==> src/rtl/led_pattern_gen_pkg.sv <==
// -----------------------------------------------------------------------------
// led_pattern_pkg
// Shared types and helpers for the LED pattern generator.
//   mode_t      : display mode encoding as seen on the `mode` output
//   MODE_LAST   : last mode in the press sequence (BREATHE when the macro
//                 LED_PATTERN_BREATHE_EN is defined, SCAN otherwise)
//   idx_width() : bits needed to index n items (never less than 1)
//   next_mode() : successor of a mode in the press sequence
// -----------------------------------------------------------------------------
package led_pattern_pkg;

   typedef enum logic [1:0] {
      GRAY    = 2'd0,
      BINARY  = 2'd1,
      SCAN    = 2'd2,
      BREATHE = 2'd3
   } mode_t;

`ifdef LED_PATTERN_BREATHE_EN
   localparam mode_t MODE_LAST = BREATHE;
`else
   localparam mode_t MODE_LAST = SCAN;
`endif

   function automatic int unsigned idx_width(input int unsigned n);
      int unsigned w;
      if (n <= 32'd1) begin
         w = 32'd1;
      end else begin
         w = $clog2(n);
      end
      return w;
   endfunction

   function automatic mode_t next_mode(input mode_t m);
      mode_t r;
      if (m == MODE_LAST) begin
         r = GRAY;
      end else begin
         r = mode_t'(m + 2'd1);
      end
      return r;
   endfunction

endpackage

==> src/rtl/led_pattern_gen_if.sv <==
// -----------------------------------------------------------------------------
// led_pattern_gen_if
// Board-side signal bundle of the LED pattern generator.
//   btn_mode  : raw mode button, active-high, asynchronous
//   btn_pause : raw pause button, active-high, asynchronous
//   led       : registered LED drive, active-high
//   mode      : current display mode
// Modports: master = board / stimulus side, slave = the generator.
// -----------------------------------------------------------------------------
interface led_pattern_gen_if #(
   parameter int LEDS = 5
);
   import led_pattern_pkg::*;

   logic            btn_mode;
   logic            btn_pause;
   logic [LEDS-1:0] led;
   mode_t           mode;

   modport master (
      output btn_mode,
      output btn_pause,
      input  led,
      input  mode
   );

   modport slave (
      input  btn_mode,
      input  btn_pause,
      output led,
      output mode
   );

endinterface

==> src/rtl/led_pattern_gen_btn_debounce.sv <==
// -----------------------------------------------------------------------------
// btn_debounce
// Synchronises one raw push-button, filters bounce and emits a single-cycle
// pulse when the filtered level rises.
//   clk    : board clock
//   resetn : asynchronous active-low reset
//   raw    : raw button, asynchronous to clk
//   level  : debounced button level
//   press  : one-cycle pulse on a debounced rising edge
// A new level is accepted only after the synchronised input has disagreed
// with the current level for 2^DEBOUNCE_LOG2 consecutive cycles.
// -----------------------------------------------------------------------------
module btn_debounce
   import led_pattern_pkg::*;
#(
   parameter int DEBOUNCE_LOG2 = 16
) (
   input  logic clk,
   input  logic resetn,
   input  logic raw,
   output logic level,
   output logic press
);

   localparam logic [DEBOUNCE_LOG2-1:0] CNT_INC = DEBOUNCE_LOG2'(1);

   logic [1:0]               sync_r;
   logic [DEBOUNCE_LOG2-1:0] cnt_r;
   logic                     level_r;
   logic                     press_r;

   // Synchroniser, stability counter, debounced level and press pulse.
   always_ff @(posedge clk or negedge resetn) begin
      if (!resetn) begin
         sync_r  <= 2'b00;
         cnt_r   <= '0;
         level_r <= 1'b0;
         press_r <= 1'b0;
      end else begin
         sync_r  <= {sync_r[0], raw};
         press_r <= 1'b0;
         if (sync_r[1] == level_r) begin
            // Input agrees with the accepted level: any partial run is lost.
            cnt_r <= '0;
         end else if (&cnt_r) begin
            // Disagreement has now lasted the full window.
            level_r <= sync_r[1];
            cnt_r   <= '0;
            press_r <= sync_r[1];
         end else begin
            cnt_r <= cnt_r + CNT_INC;
         end
      end
   end

   assign level = level_r;
   assign press = press_r;

endmodule

==> src/rtl/led_pattern_gen.sv <==
// -----------------------------------------------------------------------------
// led_pattern_gen
// Slow LED animation for the iCEBreaker top level: Gray count, binary count,
// bouncing one-hot scan and (optionally) a PWM breathe mode.
//   clk            : board clock (after the global buffer)
//   resetn         : asynchronous active-low reset, release pre-synchronised
//   io.btn_mode    : raw button, cycles the display mode
//   io.btn_pause   : raw button, pauses / resumes the animation
//   io.led         : registered LED drive, active-high
//   io.mode        : current mode (0 GRAY, 1 BINARY, 2 SCAN, 3 BREATHE)
// Build option: define LED_PATTERN_BREATHE_EN to add mode 3 (BREATHE) with
// its PWM counter and brightness ramp; otherwise none of it is built.
// -----------------------------------------------------------------------------
module led_pattern_gen
   import led_pattern_pkg::*;
#(
   parameter int LEDS          = 5,
   parameter int LOG2DELAY     = 22,
   parameter int DEBOUNCE_LOG2 = 16,
   parameter int PWM_BITS      = 8
) (
   input  logic             clk,
   input  logic             resetn,
   led_pattern_gen_if.slave io
);

   localparam int POS_W = idx_width(LEDS);

   localparam logic [LOG2DELAY-1:0] PRE_INC   = LOG2DELAY'(1);
   localparam logic [LEDS-1:0]      STEP_INC  = LEDS'(1);
   localparam logic [LEDS-1:0]      LED_ONE   = LEDS'(1);
   localparam logic [POS_W-1:0]     POS_INC   = POS_W'(1);
   // Position from which one more step up lands on the top LED.
   localparam logic [POS_W-1:0]     POS_TURN  = POS_W'(LEDS - 2);

   if (LEDS < 2 || LOG2DELAY <= PWM_BITS) begin : g_param_check
      $error("led_pattern_gen: needs LEDS >= 2 and LOG2DELAY > PWM_BITS");
   end

   logic                 mode_press_s;
   logic                 pause_press_s;
   logic                 mode_level_unused_s;
   logic                 pause_level_unused_s;
   logic                 tick_s;
   logic [LEDS-1:0]      pattern_s;

   mode_t                mode_r;
   logic                 paused_r;
   logic [LOG2DELAY-1:0] pre_r;
   logic [LEDS-1:0]      step_r;
   logic [POS_W-1:0]     pos_r;
   logic                 dir_down_r;
   logic [LEDS-1:0]      led_r;

   btn_debounce #(.DEBOUNCE_LOG2(DEBOUNCE_LOG2)) u_btn_mode (
      .clk    (clk),
      .resetn (resetn),
      .raw    (io.btn_mode),
      .level  (mode_level_unused_s),
      .press  (mode_press_s)
   );

   btn_debounce #(.DEBOUNCE_LOG2(DEBOUNCE_LOG2)) u_btn_pause (
      .clk    (clk),
      .resetn (resetn),
      .raw    (io.btn_pause),
      .level  (pause_level_unused_s),
      .press  (pause_press_s)
   );

   assign tick_s = (&pre_r) & ~paused_r;

`ifdef LED_PATTERN_BREATHE_EN
   localparam logic [PWM_BITS-1:0] PWM_INC     = PWM_BITS'(1);
   localparam logic [PWM_BITS-1:0] BRIGHT_TOP  = {PWM_BITS{1'b1}} - PWM_INC;

   logic [PWM_BITS-1:0] pwm_r;
   logic [PWM_BITS-1:0] bright_r;
   logic                bright_down_r;
   logic                bright_tick_s;
   logic [LEDS-1:0]     breathe_led_s;

   // Brightness steps on the low prescaler bits, so it shares pause and clear.
   assign bright_tick_s = (&pre_r[LOG2DELAY-PWM_BITS-1:0]) & ~paused_r;
   assign breathe_led_s = {LEDS{pwm_r < bright_r}};

   // Free-running PWM counter and triangular brightness ramp.
   always_ff @(posedge clk or negedge resetn) begin
      if (!resetn) begin
         pwm_r         <= '0;
         bright_r      <= '0;
         bright_down_r <= 1'b0;
      end else begin
         pwm_r <= pwm_r + PWM_INC;
         if (mode_press_s) begin
            bright_r      <= '0;
            bright_down_r <= 1'b0;
         end else if (bright_tick_s) begin
            if (bright_down_r) begin
               bright_r <= bright_r - PWM_INC;
               if (bright_r == PWM_INC) begin
                  bright_down_r <= 1'b0;
               end
            end else begin
               bright_r <= bright_r + PWM_INC;
               if (bright_r == BRIGHT_TOP) begin
                  bright_down_r <= 1'b1;
               end
            end
         end
      end
   end
`endif

   // Pattern selected by the current (registered) mode and animation state.
   always_comb begin
      pattern_s = '0;
      case (mode_r)
         GRAY:    pattern_s = step_r ^ (step_r >> 1'b1);
         BINARY:  pattern_s = step_r;
         SCAN:    pattern_s = LED_ONE << pos_r;
`ifdef LED_PATTERN_BREATHE_EN
         BREATHE: pattern_s = breathe_led_s;
`endif
         default: pattern_s = '0;
      endcase
   end

   // Mode FSM, pause flag, prescaler, step, scan position and LED register.
   always_ff @(posedge clk or negedge resetn) begin
      if (!resetn) begin
         mode_r     <= GRAY;
         paused_r   <= 1'b0;
         pre_r      <= '0;
         step_r     <= '0;
         pos_r      <= '0;
         dir_down_r <= 1'b0;
         led_r      <= '0;
      end else begin
         led_r <= pattern_s;
         if (pause_press_s) begin
            paused_r <= ~paused_r;
         end
         // A mode press restarts the animation even while paused.
         if (mode_press_s) begin
            mode_r     <= next_mode(mode_r);
            pre_r      <= '0;
            step_r     <= '0;
            pos_r      <= '0;
            dir_down_r <= 1'b0;
         end else if (!paused_r) begin
            pre_r <= pre_r + PRE_INC;
            if (tick_s) begin
               step_r <= step_r + STEP_INC;
               // Turn at the ends so each end LED is lit for a single tick.
               if (dir_down_r) begin
                  pos_r <= pos_r - POS_INC;
                  if (pos_r == POS_INC) begin
                     dir_down_r <= 1'b0;
                  end
               end else begin
                  pos_r <= pos_r + POS_INC;
                  if (pos_r == POS_TURN) begin
                     dir_down_r <= 1'b1;
                  end
               end
            end
         end
      end
   end

   assign io.led  = led_r;
   assign io.mode = mode_r;

endmodule

==> src/flat_wrapper.sv <==
// flat-port wrapper written by rule: the top's interface ports become plain ports
module led_pattern_gen_flat import led_pattern_pkg::*;
#(
   parameter int LEDS          = 5,
   parameter int LOG2DELAY     = 22,
   parameter int DEBOUNCE_LOG2 = 16,
   parameter int PWM_BITS      = 8
)
  (clk, resetn, io_btn_mode, io_btn_pause, io_led, io_mode);
  led_pattern_gen_if #(.LEDS(LEDS)) io_i ();
  input  logic clk;
  input  logic resetn;
  input wire logic [$bits(io_i.btn_mode)-1:0] io_btn_mode;
  input wire logic [$bits(io_i.btn_pause)-1:0] io_btn_pause;
  output wire logic [$bits(io_i.led)-1:0] io_led;
  output wire logic [$bits(io_i.mode)-1:0] io_mode;
  assign io_i.btn_mode = io_btn_mode;
  assign io_i.btn_pause = io_btn_pause;
  assign io_led = io_i.led;
  assign io_mode = io_i.mode;
  led_pattern_gen #(.LEDS(LEDS), .LOG2DELAY(LOG2DELAY), .DEBOUNCE_LOG2(DEBOUNCE_LOG2), .PWM_BITS(PWM_BITS)) u_core (.clk(clk), .resetn(resetn), .io(io_i));
endmodule
==> config.mk <==
export PLATFORM = sky130hd
export DESIGN_NAME = led_pattern_gen_flat
export DESIGN_NICKNAME = d
export VERILOG_FILES = /design/src/rtl/led_pattern_gen_pkg.sv /design/src/rtl/led_pattern_gen_if.sv /design/src/rtl/led_pattern_gen_btn_debounce.sv /design/src/rtl/led_pattern_gen.sv /design/src/flat_wrapper.sv
export SDC_FILE = /design/constraint.sdc
export NUM_CORES = 1
export LEC_CHECK = 0
export CORE_MARGIN = 8
export CORE_UTILIZATION = 33
export CTS_BUF_LIST = sky130_fd_sc_hd__clkbuf_4
export DETAILED_ROUTE_END_ITERATION = 16
export HOLD_SLACK_MARGIN = 0.03
export PLACE_DENSITY = 0.56
export RECOVER_POWER = 50
export SYNTH_ARGS = -nofsm -noshare
export SYNTH_HDL_FRONTEND = slang
export SYNTH_SLANG_ARGS = --single-unit
==> constraint.sdc <==
create_clock -name clk -period 2.2 [get_ports clk]
set_input_delay 0.33 -clock clk [delete_from_list [all_inputs] [get_ports clk]]
set_output_delay 0.33 -clock clk [all_outputs]
set_load 0.01 [all_outputs]
* After elaboration in Yosys (flattened, before gate mapping)
Index checks and enable logic that the tools add are counted.
** Cells by class
- $add $sub $neg :: 7
- Equal/unequal tests :: 7
- Shift operators :: 1
- Muxes and demuxes :: 25
- Bitwise logic cells :: 5
- Reduce and logical (&&, ||, !) cells :: 8
** Operators by type and width (number)
- $mux W16 :: 4
- $mux W22 :: 2
- $reduce_and A17 Y1 :: 2
- $add A16 B1 Y16 const B :: 2
- $reduce_and A16 Y1 :: 2
- $add A22 B1 Y22 const B :: 1
- $reduce_and A22 Y1 :: 1
- $mux W5 :: 3
- $pmux W5 S3 :: 1
- $mux W3 :: 4
- $mux W1 :: 10
- $add A5 B1 Y5 const B :: 1
- $shl A1 B3 Y5 const A :: 1
- $xor A5 B4 Y5 :: 1
- $add A3 B1 Y3 const B :: 1
- $eq A3 B1 Y1 const B :: 1
- $eq A3 B2 Y1 const B :: 1
- $not A1 Y1 :: 3
- $sub A3 B1 Y3 const B :: 1
- $add A2 B1 Y2 const B :: 1
- $eq A1 B1 Y1 :: 2
- $eq A2 B1 Y1 const B :: 1
- $eq A2 B2 Y1 const B :: 1
- $logic_not A2 Y1 :: 1
- 5 further kinds :: 5
** Word-level totals
- Bits in registers :: 79
- Input bits :: 4
- Output and inout bits :: 7

* Longest topological paths before layout
Gate-level depths: netlist (run 1).
- Depth after elaboration :: 6
- Depth in mapped cells :: 6
- Gate-level depth less buffers :: 6

* By module
A second synthesis (run 1) with hierarchy kept.
** Unflattened totals
- Cells, all modules :: 391
- Area, all modules :: 3968.8 µm²
** Modules (own cells, without submodules)
- led_pattern_gen :: times used 1, cells each 217, area each 2109.5 µm²
- btn_debounce :: times used 2, cells each 87, area each 929.6 µm²

* Least setup slack after synthesis (run 1)
No wires, ideal clock.
- Kind :: reg-to-reg
- From :: register u_core.pre_r[0]
- To :: register u_core.step_r[0]
- Arrival :: 1.676 ns
- Setup slack :: 0.399 ns
- Cell stages (with the launch flop) :: 6
- Buffers on the path :: 0
- Cells stage by stage :: dfrtp_1 ha_1 nor2b_1 nand2_1 nor3_1 mux2_2
** On the way
- Word-level cells in the longest chain between the ends :: 4
** Ends and longest elaborated chain
- start: declaration :: line led_pattern_gen.sv:49 : logic [LOG2DELAY-1:0] pre_r;
- start signal: assignment :: line led_pattern_gen.sv:152 : pre_r <= pre_r + PRE_INC;
- $reduce_and A22 Y1 :: line led_pattern_gen.sv:71 : assign tick_s = (&pre_r) & ~paused_r;
- $and A1 B1 Y1 :: line led_pattern_gen.sv:71
- $reduce_bool A2 Y1 (no line)
- $reduce_and A2 Y1 (no line)
- end signal: assignment :: line led_pattern_gen.sv:154 : step_r <= step_r + STEP_INC;
- end: declaration :: line led_pattern_gen.sv:50 : logic [LEDS-1:0] step_r;
No other way between the ends.
A chain may end at the register's enable or synchronous reset.

* Worst setup path after layout (run 1)
Ends and elaborated chain as after synthesis.

==> results of run 1 <==
-- power by group through the flow --
stage	registers (mW)	logic, mW	clock network, mW
after floorplan	1.50	0.0261	0
after global placement	1.51	0.0730	0
after detailed placement	1.51	0.0731	0
after CTS	1.48	0.0752	0.910
after global routing	1.48	0.0793	0.968
final	1.48	0.0654	0.860
-- area by class of cell --
cell class | count | area [µm²]
well taps | 147 | 183.9
flip-flops and latches | 79 | 1977
repair buffers | 16 | 133.9
multi-input cells | 290 | 1938
clock inverters | 5 | 48.80
clock buffers | 11 | 82.58
inverters | 16 | 60.06
fillers | 1188 | 7537
-- registers in the layout, indices dropped and copies added (netlist names) --
signal and flops:
u_core.u_btn_mode.cnt_r 16, u_core.u_btn_mode.level 1, u_core.pre_r 22, u_core.io.led 5, u_core.u_btn_pause.sync_r 2, u_core.u_btn_mode.press 1, u_core.u_btn_mode.sync_r 2, u_core.dir_down_r 1
u_core.u_btn_pause.press 1, u_core.step_r 5, u_core.io.mode 2, u_core.u_btn_pause.level 1, u_core.paused_r 1, u_core.pos_r 3, u_core.u_btn_pause.cnt_r 16
-- metrics by stage --
stage               std cells  setup WS [ns]
floorplan                 398         0.3995
detailed placement        547         0.1742
CTS                       564         0.1602
global route              564       0.005012
finish                    564         0.1798
global placement          547         0.2466
-- synthesized netlist by cell type, drive strengths merged (5+ instances only) --
library cell / n / area (µm²)
xnor2: 29 / 254.0
nand4: 19 / 161.4
mux2: 12 / 135.1
nand3: 19 / 100.1
mux2i: 5 / 50.05
xor2: 13 / 113.9
nor2b: 8 / 50.05
inv: 16 / 60.06
nand2: 22 / 82.58
and3: 5 / 31.28
and4: 6 / 55.05
nor4: 17 / 112.6
buf: 8 / 43.79
dfrtp: 79 / 1977
clkbuf: 5 / 18.77
nor3: 10 / 50.05
o31ai: 6 / 45.04
nor2: 63 / 236.5
ha: 12 / 150.1
a21oi: 8 / 40.04
-- worst max-delay path, cell delays in order, from the launching register on --
cell	delay (ns)
dfrtp_1	0.45
ha_1	0.24
nor2b_1	0.24
nand2_1	0.22
nor3_1	0.38
mux2_2	0.38
-- how the worst max path moves through the flow --
stage	endpoint	slack, ns	cells after the start
3_5_place_dp	u_core.step_r[0]	0.17	5
4_1_cts	u_core.step_r[0]	0.16	5
5_1_grt	u_core.step_r[3]	0.005	5
3_3_place_gp	u_core.step_r[0]	0.25	5
2_1_floorplan	u_core.step_r[0]	0.40	5
6_report	u_core.step_r[0]	0.18	5
-- layer usage --
metal | vias up | share of wire, % | GRT usage, %
met5 | - | 0 | 0
met1 | 1379 | 47 | 11.98
li1 | 1435 | - | -
met3 | 13 | 3.4 | 3.184
met4 | 0 | 2.0 | 4.954
met2 | 28 | 48 | 16.70
-- repair_timing --
item	4_1_cts	5_1_grt
endpoints found under the hold margin	36	0
hold buffers	1	0
setup buffers	0	0
-- logic make-up after synthesis --
group                      after synthesis  synth area share, %
adders and majority gates               12                3.719
DFF                                     79                48.96
xor gates and xnor gates                42                9.111
buffers and inverters                   29                3.037
AOI/OAI and AO/OA                       32                5.330
muxes                                   17                4.586
and+or+nand+nor                        187                25.26
==> qor.csv, run 1 <==
stage,metric,value,unit
flow_run,max-cap violations,0,
logic_synthesis,fraction of registers with async set/reset,100.0,%
sta,Slew HR,35.99,%
sta,final period demand of the worst path,2.020,ns
run_status,outcome,finished clean,
logic_synthesis,"Top FF cell, synth",dfrtp_1,
sta,final hold viol count,0,
final_layout,Final #Nets,428,
final_layout,share of cells above drive strength 1,9.592,%
setup_path,Worst Setup SP,u_core.pre_r[0],
placement,placed cell areas,0.004307,mm²
final_layout,most frequent cells in the layout,"dfrtp_1 (79), nor2_1 (63), xnor2_1 (29)",
power_and_ir_drop,PD cells,542.9,mW/mm²
setup_path,RR Endpoint,u_core.step_r[0],
floorplanning,Die ar.,0.01603,mm²
drt,Vias/cell,5.062,
power_and_ir_drop,Clk network pwr share,35.8,%
final_layout,"commonest non-fill, non-tap cell in the layout",dfrtp_1,
clocking,clk root buf,clkbuf_4,
drt,Iteration-0 DRC Markers,166,
final_layout,Util after Layout,36.99,%
sta,Fin Setup TNS,0,ns
clocking,H-tree levels,3,
power_and_ir_drop,Pwr Total,2.402,mW
setup_path,Max Fanout on Critical Path,8,
sta,RSZ-0062 raised after global routing,false,
logic_synthesis,yosys warns,0,
floorplanning,Die X-Extent,126.6,µm
power_and_ir_drop,Max IR drop VDD,0.0002821,V
placement,GP Congestion,0.8125,
clocking,Sinks on Clock Net,79,
setup_path,WP data required,2.53,ns
setup_path,Setup crit end kind,flip-flop,
drt,# DRC,0,
floorplanning,Site Rows,40,
clocking,Longest Clk Path Bufs,2,
logic_synthesis,Mapped Nets,414,
power_and_ir_drop,Combinational Power Share,2.7,%
min_path,HP Start,u_core.u_btn_pause.sync_r[0],
power_and_ir_drop,sequential power share,61.5,%
drt,Final ANT Viol Nets,0,
floorplanning,core area,0.01196,mm²
sta,f_max,495.0,MHz
floorplanning,I/O pins,11,
logic_synthesis,mapped cell area,0.004038,mm²
logic_synthesis,Mapped Cells,398,
setup_path,reg2reg setup slack,0.18,ns
final_layout,area growth from synthesis to layout,9.575,%
setup_path,Critical R2R Launch,u_core.pre_r[0],
floorplanning,Initial Util,33.76,%
drt,routed vias,2855,
min_path,worst hold endpoint,u_core.u_btn_pause.sync_r[1],
sta,hold slack,0.3587,ns
setup_path,WP data arrival,2.35,ns
placement,post-DP HPWL,5.146,mm
sta,worst slew pin tran,0.9601,ns
logic_synthesis,Post-synth EDFFs,0,
sta,Worst Skew,0.01623,ns
logic_synthesis,Syn Area/Cell,10.14,µm²
grt,largest net degree at the start of global routing,44,
power_and_ir_drop,LEAKAGE,1.812,nW
grt,gr usage total,10.23,%
grt,vias in the first global route,2837,
drt,final WL,7.538,mm
placement,input/output buffers,10,
setup_path,WS Path Type,reg2reg,
sta,final setup fails,0,
min_path,worst hold path type,reg2reg,
grt,number of antenna violations at the first check in global routing,0,
logic_synthesis,"Seq/Total Area, Yosys",48.96,%
floorplanning,Die Y,126.6,µm
sta,final period utilization,91.83,%
clocking,clk slew on worst S/H paths,0.11,ns
grt,remaining global-route overflow,0,
clocking,CTS tree,done,
logic_synthesis,register bit total from synthesis,79,
clocking,clock insertion delay at the later pin of the skew report,0.44,ns
logic_synthesis,"Distinct cells, synth",51,
final_layout,finished layout cell area,0.004424,mm²
clocking,CTS-repair resized insts,0,
drt,drt first pass iters,4,
power_and_ir_drop,Net Sw Frac,23.18,%
sta,fin. max-slew vios,0,
final_layout,diode count,0,
setup_path,startpoint types,flip-flop,
power_and_ir_drop,internal power,1.845,mW
clocking,CTS buffer count,9,
setup_path,worst r2r path cells,5,
min_path,Worst Hold Depth,0,
drt,per-cell routed wire length,13.37,µm
grt,first-pass GRT wire length,13.29,mm
power_and_ir_drop,Sw Pwr,0.5569,mW
No activity file was read; power rests on OpenSTA's default activity.
==> run 2, diff against run 1 <==
CORE_MARGIN = default   (was 8)
==> run 2 against run 1 <==
  * Clock power fell by 16%
  * Sequential power barely moved
  * Routed wire length fell by 2.3%
  * Register-to-register slack got worse by 0.02 ns
  * Maximum frequency fell by 1.1%
  * Die area fell by 21%
  * Cell area barely moved
  * Non-clock buffer count did not move
  * Worst hold slack improved by 0.0082 ns
  * Power fell by 5.5%
  * Combinational power rose by 4.1%
  * Largest power group unchanged
==> qor.csv, run 2 (same netlist as run 1, synthesis figures left out) <==
stage,metric,value,unit,change
clocking,Longest Clk Path Bufs,2,,unchanged
floorplanning,Die Y,112.6,µm,-11%
grt,GR Util met1,15.41,%,+3.4 points
drt,routed vias,2835,,-0.70%
sta,worst slew pin tran,1.063,ns,+0.1025 ns
floorplanning,Die ar.,0.01268,mm²,-21%
power_and_ir_drop,PD cells,513.2,mW/mm²,-5.5%
sta,Fin Setup TNS,0,ns,unchanged
final_layout,Final #Nets,428,,unchanged
grt,first-pass GRT wire length,12.90,mm,-2.9%
setup_path,reg2reg setup slack,0.16,ns,-0.02 ns
grt,remaining global-route overflow,0,,unchanged
final_layout,area occupied by multi-input gates,0.001944,mm²,+0.32%
sta,fin. max-slew vios,0,,unchanged
final_layout,most frequent cells in the layout,"dfrtp_1 (79), nor2_1 (63), xnor2_1 (29)",,
setup_path,WS Path Type,reg2reg,,
sta,final period demand of the worst path,2.043,ns,+0.02299 ns
drt,Vias/cell,5.027,,-0.70%
clocking,Sinks on Clock Net,79,,unchanged
drt,Final ANT Viol Nets,0,,unchanged
clocking,CTS tree,done,,
setup_path,CP max stage delay,0.46,ns,about the same
drt,per-cell routed wire length,13.06,µm,-2.3%
setup_path,WP data required,2.54,ns,about the same
setup_path,startpoint types,flip-flop,,
final_layout,diode count,0,,unchanged
setup_path,Setup crit end kind,flip-flop,,
setup_path,Max Fanout on Critical Path,8,,unchanged
drt,# DRC,0,,unchanged
clocking,clk slew on worst S/H paths,0.12,ns,about the same
placement,GP Congestion,0.7835,,-3.6%
drt,drt first pass iters,4,,unchanged
clocking,clock insertion delay at the later pin of the skew report,0.44,ns,about the same
placement,placed cell areas,0.004307,mm²,unchanged
final_layout,Regs by FF count,"u_core.pre_r x22, u_core.u_btn_mode.cnt_r x16, u_core.u_btn_pause.cnt_r x16",,
floorplanning,I/O pins,11,,unchanged
clocking,H-tree levels,3,,unchanged
sta,Slew HR,29.16,%,-6.8 points
final_layout,FF+latch area,0.001977,mm²,unchanged
final_layout,finished layout cell area,0.004422,mm²,about the same
setup_path,Bufs and invs on worst path,0,,unchanged
grt,vias in the first global route,2719,,-4.2%
floorplanning,Site Rows,40,,unchanged
setup_path,crit path max-delay cell type,dfrtp_1,,
grt,met2 Track Usage GR,21.48,%,+4.8 points
min_path,worst hold path type,reg2reg,,
setup_path,Top delay family on crit path,simple AND/OR/NAND/NOR gates,,
sta,Worst Skew,0.01659,ns,+0.0003538 ns
final_layout,area growth from synthesis to layout,9.513,%,about the same
placement,input/output buffers,10,,unchanged
drt,final WL,7.368,mm,-2.3%
sta,RSZ-0062 raised after global routing,false,,
grt,met3 Usage GRT,4.590,%,+1.4 points
final_layout,"commonest non-fill, non-tap cell in the layout",dfrtp_1,,
grt,largest net degree at the start of global routing,44,,unchanged
final_layout,share of cells above drive strength 1,9.592,%,unchanged
setup_path,WP data arrival,2.38,ns,+0.03 ns
drt,Iteration-0 DRC Markers,138,,-17%
final_layout,Fillers,1192,,+0.34%
setup_path,worst-path cell chain,ha_1 > nor2b_1 > nand2_1 > nor3_1 > mux2_2,,
final_layout,Reg with most FFs,u_core.pre_r,,
power_and_ir_drop,Max IR drop VDD,0.0003525,V,+25%
sta,final period utilization,92.87,%,+1.0 points
grt,number of antenna violations at the first check in global routing,0,,unchanged
floorplanning,core area,0.01196,mm²,unchanged
final_layout,Largest register FFs,22,,unchanged
grt,grt peak-use layer,met2,,
power_and_ir_drop,LEAKAGE,1.801,nW,-0.56%
run_status,outcome,finished clean,,
floorplanning,Die X-Extent,112.6,µm,-11%
flow_run,max-cap violations,0,,unchanged
grt,gr usage total,12.83,%,+2.6 points
sta,final setup fails,0,,unchanged
floorplanning,Initial Util,33.76,%,unchanged
sta,f_max,489.4,MHz,-1.1%
clocking,clk root buf,clkbuf_4,,
sta,final hold viol count,0,,unchanged
clocking,CTS buffer count,9,,unchanged
placement,post-DP HPWL,5.043,mm,-2.0%
run 2: per-stage QoR:
step           setup slack, ns  instances  hold WS [ns]  power (mW)  util, %
4_1_cts                 0.1752        564        0.2850       2.333    36.99
2_1_floorplan           0.3995        398       0.03441       1.529        -
3_5_place_dp            0.1750        547        0.3373       1.577    36.00
6_report                0.1568        564        0.3669       2.269    36.97
3_3_place_gp            0.2342        547        0.3340       1.576    36.00
5_1_grt                0.01430        564        0.3747       2.395    36.97
run 2: metal layers:
layer	part of all wire (%)	wire length, µm
met5	0	0
met4	0.72	53
met3	3.3	242
met2	47	3486
met1	49	3587
run 2: area by class of cell:
class / count / area share (%)
timing repair buffer: 16 / 3.367
multi-input combinational: 290 / 43.97
clock inverter: 5 / 0.5659
sequential: 79 / 44.71
clock buffer: 11 / 1.868
inverter: 16 / 1.358
tap: 147 / 4.160
run 2: where the power goes:
part	switching, mW	total [mW]	internal (mW)	leakage, nW
registers	0.0128	1.48	1.46	1.08
clock network	0.477	0.724	0.247	0.0617
logic	0.0486	0.0681	0.0194	0.664
run 2: worst register-to-register path, delay by kind of cell, from the launching register on:
| kind | cells | cell delay, ns |
|---|---|---|
| adders and majority gates | 1 | 0.24 |
| muxes | 1 | 0.37 |
| DFF | 1 | 0.46 |
| and+or+nand+nor | 3 | 0.88 |
run 2: timing repair:
item,4_1_cts,5_1_grt
endpoints found under the setup margin,0,1
hold endpoints to repair,38,0
hold buffers,1,0
setup buffers,0,0
gates resized for setup,0,1
run 2: worst paths after layout:
path | cells after the start | from | end
worst min register to register | 0 | u_core.u_btn_mode.sync_r[0] | u_core.u_btn_mode.sync_r[1]
worst min-delay path | 0 | u_core.u_btn_mode.sync_r[0] | u_core.u_btn_mode.sync_r[1]
worst max register to register | 5 | u_core.pre_r[0] | u_core.step_r[0]
min in group asynchronous | 2 | resetn | u_core.u_btn_pause.cnt_r[1]
max in group asynchronous | 3 | resetn | u_core.u_btn_mode.sync_r[0]
worst max-delay path | 5 | u_core.pre_r[0] | u_core.step_r[0]
